## config.mk

```make
export PLATFORM = sky130hd
export DESIGN_NAME = mdc_out_merger_flat
export DESIGN_NICKNAME = d
export VERILOG_FILES = /design/src/rtl/mdc_out_merger_if.sv /design/src/rtl/mdc_out_merger.sv /design/src/flat_wrapper.sv
export SDC_FILE = /design/constraint.sdc
export NUM_CORES = 1
export LEC_CHECK = 0
export ABC_AREA = 1
export BUFFER_PORTS_ARGS = -buffer_cell sky130_fd_sc_hd__buf_2
export CELL_PAD_IN_SITES_DETAIL_PLACEMENT = 1
export CELL_PAD_IN_SITES_GLOBAL_PLACEMENT = 2
export CORE_ASPECT_RATIO = 0.6
export CORE_MARGIN = 2
export CORE_UTILIZATION = 41
export DETAILED_ROUTE_END_ITERATION = 16
export GPL_ROUTABILITY_DRIVEN = 0
export HOLD_SLACK_MARGIN = 0.08
export PLACE_DENSITY = 0.78
export SYNTH_ARGS = -nofsm -noshare
export SYNTH_HDL_FRONTEND = slang
export SYNTH_SLANG_ARGS = --single-unit
```

## constraint.sdc

```tcl
create_clock -name ap_clk -period 5.6 [get_ports ap_clk]
set_clock_uncertainty 0.2 [all_clocks]
set_input_delay 1.68 -clock ap_clk [delete_from_list [all_inputs] [get_ports ap_clk]]
set_output_delay 1.68 -clock ap_clk [all_outputs]
set_load 0.1 [all_outputs]
```

## src/rtl/mdc_out_merger_if.sv

```systemverilog
// FIFO-writer style stream: producer drives data/write, consumer answers full_n.
interface mdc_out_merger_if #(
  parameter int unsigned WIDTH = 32
);
  logic [WIDTH-1:0] data;
  logic             write;
  logic             full_n;

  modport master (output data, output write, input full_n);
  modport slave  (input data, input write, output full_n);
endinterface

```

## src/rtl/mdc_out_merger.sv

```systemverilog
// Merges two FIFO-writer streams into one tagged stream with round-robin
// arbitration, per-channel buffering and forwarded-word counters.
module mdc_out_merger #(
  parameter int unsigned WIDTH = 32,
  parameter int unsigned DEPTH = 4
) (
  input  logic                    ap_clk,
  input  logic                    ap_rst_n,
  mdc_out_merger_if.slave         in0,
  mdc_out_merger_if.slave         in1,
  mdc_out_merger_if.master        out,
  output logic                    out_tag,
  output logic [15:0]             count0,
  output logic [15:0]             count1
);

  localparam int unsigned AW       = $clog2(DEPTH);
  localparam logic [AW:0] FULL_CNT = (AW + 1)'(DEPTH);

  logic [1:0]            wr;
  logic [1:0]            push;
  logic [1:0]            pop;
  logic [1:0]            nonempty;
  logic [1:0]            full_n;
  logic [1:0][WIDTH-1:0] wdata;
  logic [1:0][WIDTH-1:0] head;

  logic                  valid_q;
  logic                  tag_q;
  logic                  last_grant_q;
  logic [WIDTH-1:0]      data_q;
  logic [15:0]           count0_q;
  logic [15:0]           count1_q;

  logic                  load;
  logic                  xfer;
  logic                  sel;

  assign wr         = {in1.write, in0.write};
  assign wdata      = {in1.data, in0.data};
  assign in0.full_n = full_n[0];
  assign in1.full_n = full_n[1];
  assign push       = wr & full_n;

  for (genvar k = 0; k < 2; k++) begin : g_ch
    logic [WIDTH-1:0] mem_q [DEPTH];
    logic [AW-1:0]    wr_ptr_q;
    logic [AW-1:0]    rd_ptr_q;
    logic [AW:0]      cnt_q;
    logic [AW:0]      cnt_d;
    logic             full_n_q;

    always_comb begin
      cnt_d = cnt_q + (AW + 1)'(push[k]) - (AW + 1)'(pop[k]);
    end

    always_ff @(posedge ap_clk) begin
      if (push[k]) begin
        mem_q[wr_ptr_q] <= wdata[k];
      end
    end

    // full_n comes from next-state occupancy so it stays register-derived;
    // its reset value of 0 also blocks the first edge after release.
    always_ff @(posedge ap_clk or negedge ap_rst_n) begin
      if (!ap_rst_n) begin
        wr_ptr_q <= '0;
        rd_ptr_q <= '0;
        cnt_q    <= '0;
        full_n_q <= 1'b0;
      end else begin
        if (push[k]) begin
          wr_ptr_q <= wr_ptr_q + AW'(1);
        end
        if (pop[k]) begin
          rd_ptr_q <= rd_ptr_q + AW'(1);
        end
        cnt_q    <= cnt_d;
        full_n_q <= (cnt_d != FULL_CNT);
      end
    end

    assign nonempty[k] = (cnt_q != '0);
    assign head[k]     = mem_q[rd_ptr_q];
    assign full_n[k]   = full_n_q;
  end

  always_comb begin
    load = !valid_q || out.full_n;
    xfer = valid_q && out.full_n;
    sel  = (&nonempty) ? ~last_grant_q : nonempty[1];
    pop  = {sel, ~sel} & {2{load && (|nonempty)}};
  end

  always_ff @(posedge ap_clk or negedge ap_rst_n) begin
    if (!ap_rst_n) begin
      valid_q      <= 1'b0;
      tag_q        <= 1'b0;
      data_q       <= '0;
      last_grant_q <= 1'b1;
      count0_q     <= '0;
      count1_q     <= '0;
    end else begin
      if (load) begin
        if (|nonempty) begin
          data_q       <= head[sel];
          tag_q        <= sel;
          valid_q      <= 1'b1;
          last_grant_q <= sel;
        end else begin
          valid_q <= 1'b0;
        end
      end
      if (xfer) begin
        if (tag_q) begin
          count1_q <= count1_q + 16'd1;
        end else begin
          count0_q <= count0_q + 16'd1;
        end
      end
    end
  end

  assign out.data  = data_q;
  assign out.write = valid_q;
  assign out_tag   = tag_q;
  assign count0    = count0_q;
  assign count1    = count1_q;

endmodule
```

## src/flat_wrapper.sv

```systemverilog
// flat-port wrapper written by rule: the top's interface ports become plain ports
module mdc_out_merger_flat 
#(
  parameter int unsigned WIDTH = 32,
  parameter int unsigned DEPTH = 4
)
  (ap_clk, ap_rst_n, out_tag, count0, count1, in0_data, in0_write, in0_full_n, in1_data, in1_write, in1_full_n, out_data, out_write, out_full_n);
  mdc_out_merger_if #(.WIDTH(WIDTH)) in0_i ();
  mdc_out_merger_if #(.WIDTH(WIDTH)) in1_i ();
  mdc_out_merger_if #(.WIDTH(WIDTH)) out_i ();
  input  logic ap_clk;
  input  logic ap_rst_n;
  output logic out_tag;
  output logic [15:0] count0;
  output logic [15:0] count1;
  input wire logic [$bits(in0_i.data)-1:0] in0_data;
  input wire logic [$bits(in0_i.write)-1:0] in0_write;
  output wire logic [$bits(in0_i.full_n)-1:0] in0_full_n;
  input wire logic [$bits(in1_i.data)-1:0] in1_data;
  input wire logic [$bits(in1_i.write)-1:0] in1_write;
  output wire logic [$bits(in1_i.full_n)-1:0] in1_full_n;
  output wire logic [$bits(out_i.data)-1:0] out_data;
  output wire logic [$bits(out_i.write)-1:0] out_write;
  input wire logic [$bits(out_i.full_n)-1:0] out_full_n;
  assign in0_i.data = in0_data;
  assign in0_i.write = in0_write;
  assign in0_full_n = in0_i.full_n;
  assign in1_i.data = in1_data;
  assign in1_i.write = in1_write;
  assign in1_full_n = in1_i.full_n;
  assign out_data = out_i.data;
  assign out_write = out_i.write;
  assign out_i.full_n = out_full_n;
  mdc_out_merger #(.WIDTH(WIDTH), .DEPTH(DEPTH)) u_core (.ap_clk(ap_clk), .ap_rst_n(ap_rst_n), .in0(in0_i), .in1(in1_i), .out(out_i), .out_tag(out_tag), .count0(count0), .count1(count1));
endmodule
```

==> key figures, run 1 <==
Critical path
  • Startpoint type of the worst setup path: primary input
  • Worst R2R End: u_core.in1.full_n$_DFF_PN0_
  • Family with the most delay on the worst path: adder cells
  • Slowest cell on crit path: fa_1
  • Critical path origin: out_full_n
  • Crit path depth: 11
  • Slowest stage delay, CP: 0.38 ns
  • CP dominant cell by count: ha_1
  • Reg2reg setup slack: 2.26 ns
  • CP required: 5.79 ns
  • CP cell instances: buf_2 > nor2_4 > inv_2 > o21ai_4 > nor2_1 > ha_1 > inv_1 > ha_1 > fa_1 > xor2_1 > nand2_1
  • Worst setup path end: u_core.in0.full_n$_DFF_PN0_
  • Worst r2r src: u_core.g_ch[0].cnt_q[2]$_DFF_PN0_
  • Largest fanout on the critical path: 34
  • R2R cell count: 11
  • Worst setup EP type: register
  • Worst Setup Path Type: primary input to register
  • Worst Path Arrival: 3.88 ns
  • Crit path buf inv count: 3

CTS
  • Total CTS buffers: 34
  • Clock Path Buffers: 3
  • Hold-fix buffers, CTS: 0
  • CTS Root Buffer Type: clkbuf_16
  • Clock sink total: 339
  • CTS tree: built
  • H-Tree Level Count: 2
  • Post-cts sizing count: 0
  • Worst-skew pair later-pin latency: 0.52 ns
  • Post-CTS Repair Setup Buffers: 0
  • Clock transition at path regs: 0.06 ns

Synth
  • Syn_area_per_cell: 11.5 µm²
  • Sequential area share after synthesis: 0.707
  • Unique masters post-synth: 29
  • Synth Warn #: 0
  • Synth top area cells: edfxtp_1 56%, dfrtp_1 15%, nand2_1 7.7%
  • Cell taking the most area after synthesis: edfxtp_1
  • Post-synth ARST share: 0.245
  • Mapped Cells: 1204
  • EDFF count, synth: 256
  • Area share of the leading cell type in the synthesized netlist: 0.557
  • Net Count, Synth: 1289
  • Synth Flop Type: edfxtp_1
  • Synthesized cell area: 13800 µm²
  • FF+latch count, synth: 339

STA
  • Setup TNS: 0 ns
  • Max Freq: 0.271 GHz
  • Setup violators final: 0
  • Final Max Slew Viols: 0
  • Worst-Margin Slew: 1.15 ns
  • Tmin final: 3.69 ns
  • Worst slew margin: 0.230
  • Final Hold Viols: 0
  • RSZ-0062 raised after global routing: false
  • Period utilization: 0.658

Floorplan
  • Die Ht: 146 µm
  • Die area: 35200 µm²
  • Num ports: 137
  • Die W: 241 µm
  • FP Rows: 51
  • Starting Density: 0.421
  • Core area: 32800 µm²

Route
  • Met2 WL: 16.1 mm
  • DR vias/cell: 4.94
  • Drt drc: 0
  • WL met1: 16.2 mm
  • Initial DRC Count: 716
  • Routed met3 length: 1.16 mm
  • Via count: 8965
  • Highest metal used: met4
  • Iteration count of the initial detailed-routing pass: 4
  • Final wirelength: 34.1 mm
  • Mean routed wirelength per cell: 18.8 µm
  • ANT nets after route: 0

Global routing
  • First-pass GRT wire length: 53.7 mm
  • Initial antenna violation count: 2
  • Gr ovfl total: 0
  • Vias in the first global route: 9452
  • Largest net degree at the start of global routing: 68
  • Tot GR Track Use: 0.199

Cells and area
  • Fillers: 3529
  • Final Core Density: 0.490
  • Most common cell after layout, fill and taps aside: nand2_1
  • Most frequent cells in the layout: 285 x nand2_1, 256 x edfxtp_1, 186 x nor2_1
  • Multi-input gate area: 3630 µm²
  • FF+latch area: 9770 µm²
  • Area growth syn-to-layout: 16.3%
  • Layout Nets: 1420
  • Share of layout cells above drive strength 1: 0.170

Placement
  • HPWL after detailed placement: 21.8 mm
  • I/O Buffers: 136

Pwr
  • Peak supply drop: 0.000638 V
  • Leakage power: 6.47 nW
  • Power Density: 597 nW/µm²

Min path
  • Worst hold path stage count: 2
  • Hold Path Class: register to register

Status
  • Outcome: finished clean

Flow run
  • Maxcap violations: 0
==> power by group <==
part           switching [mW]  internal, mW  leakage, nW
clock network           0.967          1.39        0.554
logic                    2.87         0.758         2.57
registers               0.274          3.32         3.35
total                    4.12          5.47         6.47
==> stage by stage <==
step                      worst slack [ns]  instances  hold WS (ns)  instance area, µm²  power [mW]
after floorplan                       1.70       1204         0.242               13800        6.34
after global placement                1.50       1749         0.256               14900        7.25
after detailed placement              1.42       1749         0.260               14900        7.33
after CTS                             1.93       1811         0.270               16100        9.72
after global routing                  1.80       1813         0.309               16100        10.2
final                                 1.91       1813         0.267               16100        9.58
==> per-layer routing <==
metal | GRT usage | up-vias
met5 | 0 | -
met2 | 0.315 | 133
met3 | 0.0340 | 46
li1 | - | 4321
met4 | 0.0515 | 0
met1 | 0.284 | 4465
==> cell families (layout without fill, tap and decap cells) <==
group	after synthesis	count (layout)	synth area share
flops	339	339	0.707
buf+inv	101	258	0.0330
xor+xnor	32	32	0.0203
fa+ha+maj	16	16	0.0156
other cells	0	2	0
compound gates	134	134	0.0494
simple gates	581	581	0.174
mux	1	1	0.000815
==> Yosys cell counts, types with 9 or more instances <==
master,count
o21ai_1,12
nor2_4,9
xor2_1,18
clkbuf_1,18
nor2_1,194
inv_1,45
nand3_1,74
o21ai_0,119
xnor2_1,14
ha_1,14
edfxtp_1,256
dfrtp_1,82
nand2_1,285
buf_2,25
==> flip-flops by register name, indices dropped and copies added (netlist names), 4 cells and up <==
register,flops
u_core.g_ch.rd_ptr_q,4
u_core.g_ch.mem_q,256
u_core.g_ch.cnt_q,6
u_core.count0,16
u_core.out.data,32
u_core.count1,16
u_core.g_ch.wr_ptr_q,4
==> worst min-delay path, delay by kind of cell, from the launching register on <==
family | cells | cell delay [ns]
simple gates | 2 | 0.09
flops | 1 | 0.37
==> worst min-delay path by stage <==
stage	start	to	slack (ns)
floorplan	u_core.last_grant_q$_DFFE_PN1N_	u_core.last_grant_q$_DFFE_PN1N_	0.24
global placement	u_core.last_grant_q$_DFFE_PN1N_	u_core.last_grant_q$_DFFE_PN1N_	0.26
detailed placement	u_core.last_grant_q$_DFFE_PN1N_	u_core.last_grant_q$_DFFE_PN1N_	0.26
CTS	u_core.last_grant_q$_DFFE_PN1N_	u_core.last_grant_q$_DFFE_PN1N_	0.27
global route	u_core.last_grant_q$_DFFE_PN1N_	u_core.last_grant_q$_DFFE_PN1N_	0.31
finish	u_core.last_grant_q$_DFFE_PN1N_	u_core.last_grant_q$_DFFE_PN1N_	0.27
==> layout make-up <==
cell class / instances / share of cell area
Clock buffer: 48 / 0.0621
Sequential cell: 339 / 0.608
Clock inverter: 14 / 0.00919
Tap cell: 450 / 0.0351
Multi-Input combinational cell: 764 / 0.226
Inverter: 48 / 0.0112
Antenna cell: 2 / 0.000312
Timing Repair Buffer: 148 / 0.0481
Power figures use the tool's default switching activity.
==> run 2, diff against run 1 <==
--- a/config.mk
+++ b/config.mk
@@ -11,11 +11,11 @@
 export CELL_PAD_IN_SITES_GLOBAL_PLACEMENT = 2
 export CORE_ASPECT_RATIO = 0.6
 export CORE_MARGIN = 2
-export CORE_UTILIZATION = 41
+export CORE_UTILIZATION = 36
 export DETAILED_ROUTE_END_ITERATION = 16
 export GPL_ROUTABILITY_DRIVEN = 0
 export HOLD_SLACK_MARGIN = 0.08
-export PLACE_DENSITY = 0.78
+export PLACE_DENSITY = 0.72
 export SYNTH_ARGS = -nofsm -noshare
 export SYNTH_HDL_FRONTEND = slang
 export SYNTH_SLANG_ARGS = --single-unit
==> constraint.sdc (replaced) <==
create_clock -name ap_clk -period 3.3 [get_ports ap_clk]
set_clock_uncertainty 0.2 [all_clocks]
set_input_delay 0.99 -clock ap_clk [delete_from_list [all_inputs] [get_ports ap_clk]]
set_output_delay 0.99 -clock ap_clk [all_outputs]
set_load 0.1 [all_outputs]
==> run 2 against run 1 <==
Design area increased by 1.4%. Routed wire length increased by 3.2%. First-iteration DRC count decreased by 23%. Register-to-register slack got worse by 1.7 ns. Sequential power up 69%. Clock power up 66%. Total power is 70% higher. Largest cell class unchanged. Largest power group unchanged.
==> key figures, run 2 (synthesis results as in run 1) <==
Cells and area
  • Share of layout cells above drive strength 1: 0.174 (+0.00444)
  • Max reg flops: 256 (unchanged)
  • Area growth syn-to-layout: 18.0%
  • Final Non-Filler Cells: 1891 (+4.3%)
  • Layout Nets: 1435 (+1.1%)
  • Antenna Cells: 0 (-2)
  • Reg with most FFs: u_core.g_ch.mem_q
  • Most frequent cells in the layout: 285 x nand2_1, 256 x edfxtp_1, 186 x nor2_1
  • Most common cell after layout, fill and taps aside: nand2_1
  • Fillers: 4111 (+16%)

CTS
  • Total CTS buffers: 37 (+8.8%)
  • Post-CTS Repair Setup Buffers: 0 (unchanged)
  • Post-cts sizing count: 0 (unchanged)
  • CTS tree: built
  • Clock Path Buffers: 3 (unchanged)
  • Clock sink total: 339 (unchanged)
  • Clock transition at path regs: 0.06 ns (about the same)
  • Worst-skew pair later-pin latency: 0.52 ns (about the same)
  • H-Tree Level Count: 2 (unchanged)
  • Hold-fix buffers, CTS: 0 (unchanged)
  • CTS Root Buffer Type: clkbuf_16

Critical path
  • CP required: 3.50 ns (-2.29 ns)
  • Worst Setup Path Type: register to register
  • Worst setup EP type: register
  • Largest fanout on the critical path: 34 (unchanged)
  • Startpoint type of the worst setup path: register
  • Worst Path Arrival: 2.89 ns (-0.99 ns)

Route
  • DR vias/cell: 4.82 (-2.4%)
  • Final wirelength: 35.2 mm (+3.2%)
  • Iteration count of the initial detailed-routing pass: 5 (+1)
  • Via count: 9122 (+1.8%)
  • Drt drc: 0 (unchanged)
  • ANT nets after route: 0 (unchanged)
  • Mean routed wirelength per cell: 18.6 µm (-1.0%)
  • Initial DRC Count: 552 (-23%)

Pwr
  • Peak supply drop: 0.000913 V (+43%)
  • Leakage power: 6.55 nW (+1.2%)
  • Power Density: 1000 nW/µm² (+68%)

Placement
  • Placed Cells: 1824 (+4.3%)
  • HPWL after detailed placement: 22.2 mm (+1.8%)
  • I/O Buffers: 136 (unchanged)

Global routing
  • M1 GR Usage: 0.258 (-0.0263)
  • Tot GR Track Use: 0.178 (-0.0204)
  • Gr ovfl total: 0 (unchanged)
  • Grt peak-use layer: met2
  • First-pass GRT wire length: 55.1 mm (+2.6%)
  • GR Layer Usage met2: 0.286 (-0.0294)
  • Met3 GRT Util: 0.0302 (-0.00382)
  • Initial antenna violation count: 0 (-2)
  • Largest net degree at the start of global routing: 70 (+2.9%)
  • Vias in the first global route: 9435 (-0.18%)

Flow run
  • Maxcap violations: 0 (unchanged)

Min path
  • Hold Path Class: primary input to asynchronous set/reset pin

Floorplan
  • Num ports: 137 (unchanged)
  • Die area: 40000 µm² (+14%)
  • Starting Density: 0.366 (-0.0548)
  • Die Ht: 156 µm (+6.5%)
  • Die W: 257 µm (+6.6%)
  • Core area: 37700 µm² (+15%)
  • FP Rows: 55 (+7.8%)

STA
  • Worst-Margin Slew: 0.761 ns (-0.392 ns)
  • Max Freq: 0.371 GHz
  • Worst slew margin: 0.493 (+0.262)
  • Setup violators final: 0 (unchanged)
  • Tmin final: 2.70 ns
  • RSZ-0062 raised after global routing: false
  • Final Max Slew Viols: 0 (unchanged)
  • Setup TNS: 0 ns (unchanged)
  • Period utilization: 0.817
  • Fin Hold WS: 0.120 ns (-0.147 ns)
  • Final Hold Viols: 0 (unchanged)

Status
  • Outcome: finished clean
run 2: area by class of cell:
cell class	count	area, µm²	area share
flip-flops and latches	339	9770	0.600
repair buffers	160	951	0.0584
clock buffers	54	1060	0.0652
clock inverters	13	61.3	0.00376
multi-input cells	764	3630	0.223
well taps	513	642	0.0394
inverters	48	180	0.0111
run 2: report_power, final:
group	internal (mW)	switching (mW)	leakage (nW)
registers	5.63	0.435	3.35
clock network	2.23	1.65	0.545
logic	1.41	4.93	2.66
total	9.27	7.02	6.55
run 2: worst max-delay path, cell delays in order, from the launching register on:
cell and delay (ns):
dfrtp_1 0.40, nor2_1 0.11, nand2_1 0.14, nand2_2 0.11, buf_4 0.38, nor2_4 0.06, ha_1 0.30, inv_1 0.04
ha_1 0.18, fa_1 0.39, xor2_1 0.19, nand2_1 0.07
run 2: path summary, 6_finish.rpt:
check	start	slack, ns	cells after the start	endpoint
max	u_core.g_ch[1].cnt_q[1]$_DFF_PN0_	0.60	11	u_core.in1.full_n$_DFF_PN0_
min	ap_rst_n	0.12	1	u_core.g_ch[0].wr_ptr_q[0]$_DFFE_PN0P_
max reg2reg	u_core.g_ch[1].cnt_q[1]$_DFF_PN0_	0.60	11	u_core.in1.full_n$_DFF_PN0_
min reg2reg	u_core.last_grant_q$_DFFE_PN1N_	0.27	2	u_core.last_grant_q$_DFFE_PN1N_
max in group asynchronous	ap_rst_n	2.07	2	u_core.count0[12]$_DFFE_PN0P_
min in group ap_clk	u_core.last_grant_q$_DFFE_PN1N_	0.27	2	u_core.last_grant_q$_DFFE_PN1N_
run 2: per-stage QoR:
step,setup WS (ns),instance area [µm²],total power [mW],util
after CTS,0.561,16300,16.6,0.432
after floorplan,-0.0175,13800,10.8,-
after global placement,0.295,15200,12.5,0.402
final,0.603,16300,16.3,0.432
after detailed placement,0.217,15200,12.6,0.402
after global routing,0.376,16300,17.3,0.432
run 2: per-layer routing:
layer,wire [µm],vias up
met2,16200,133
met3,1140,40
met5,0,-
li1,-,4354
met1,17500,4595
met4,421,0
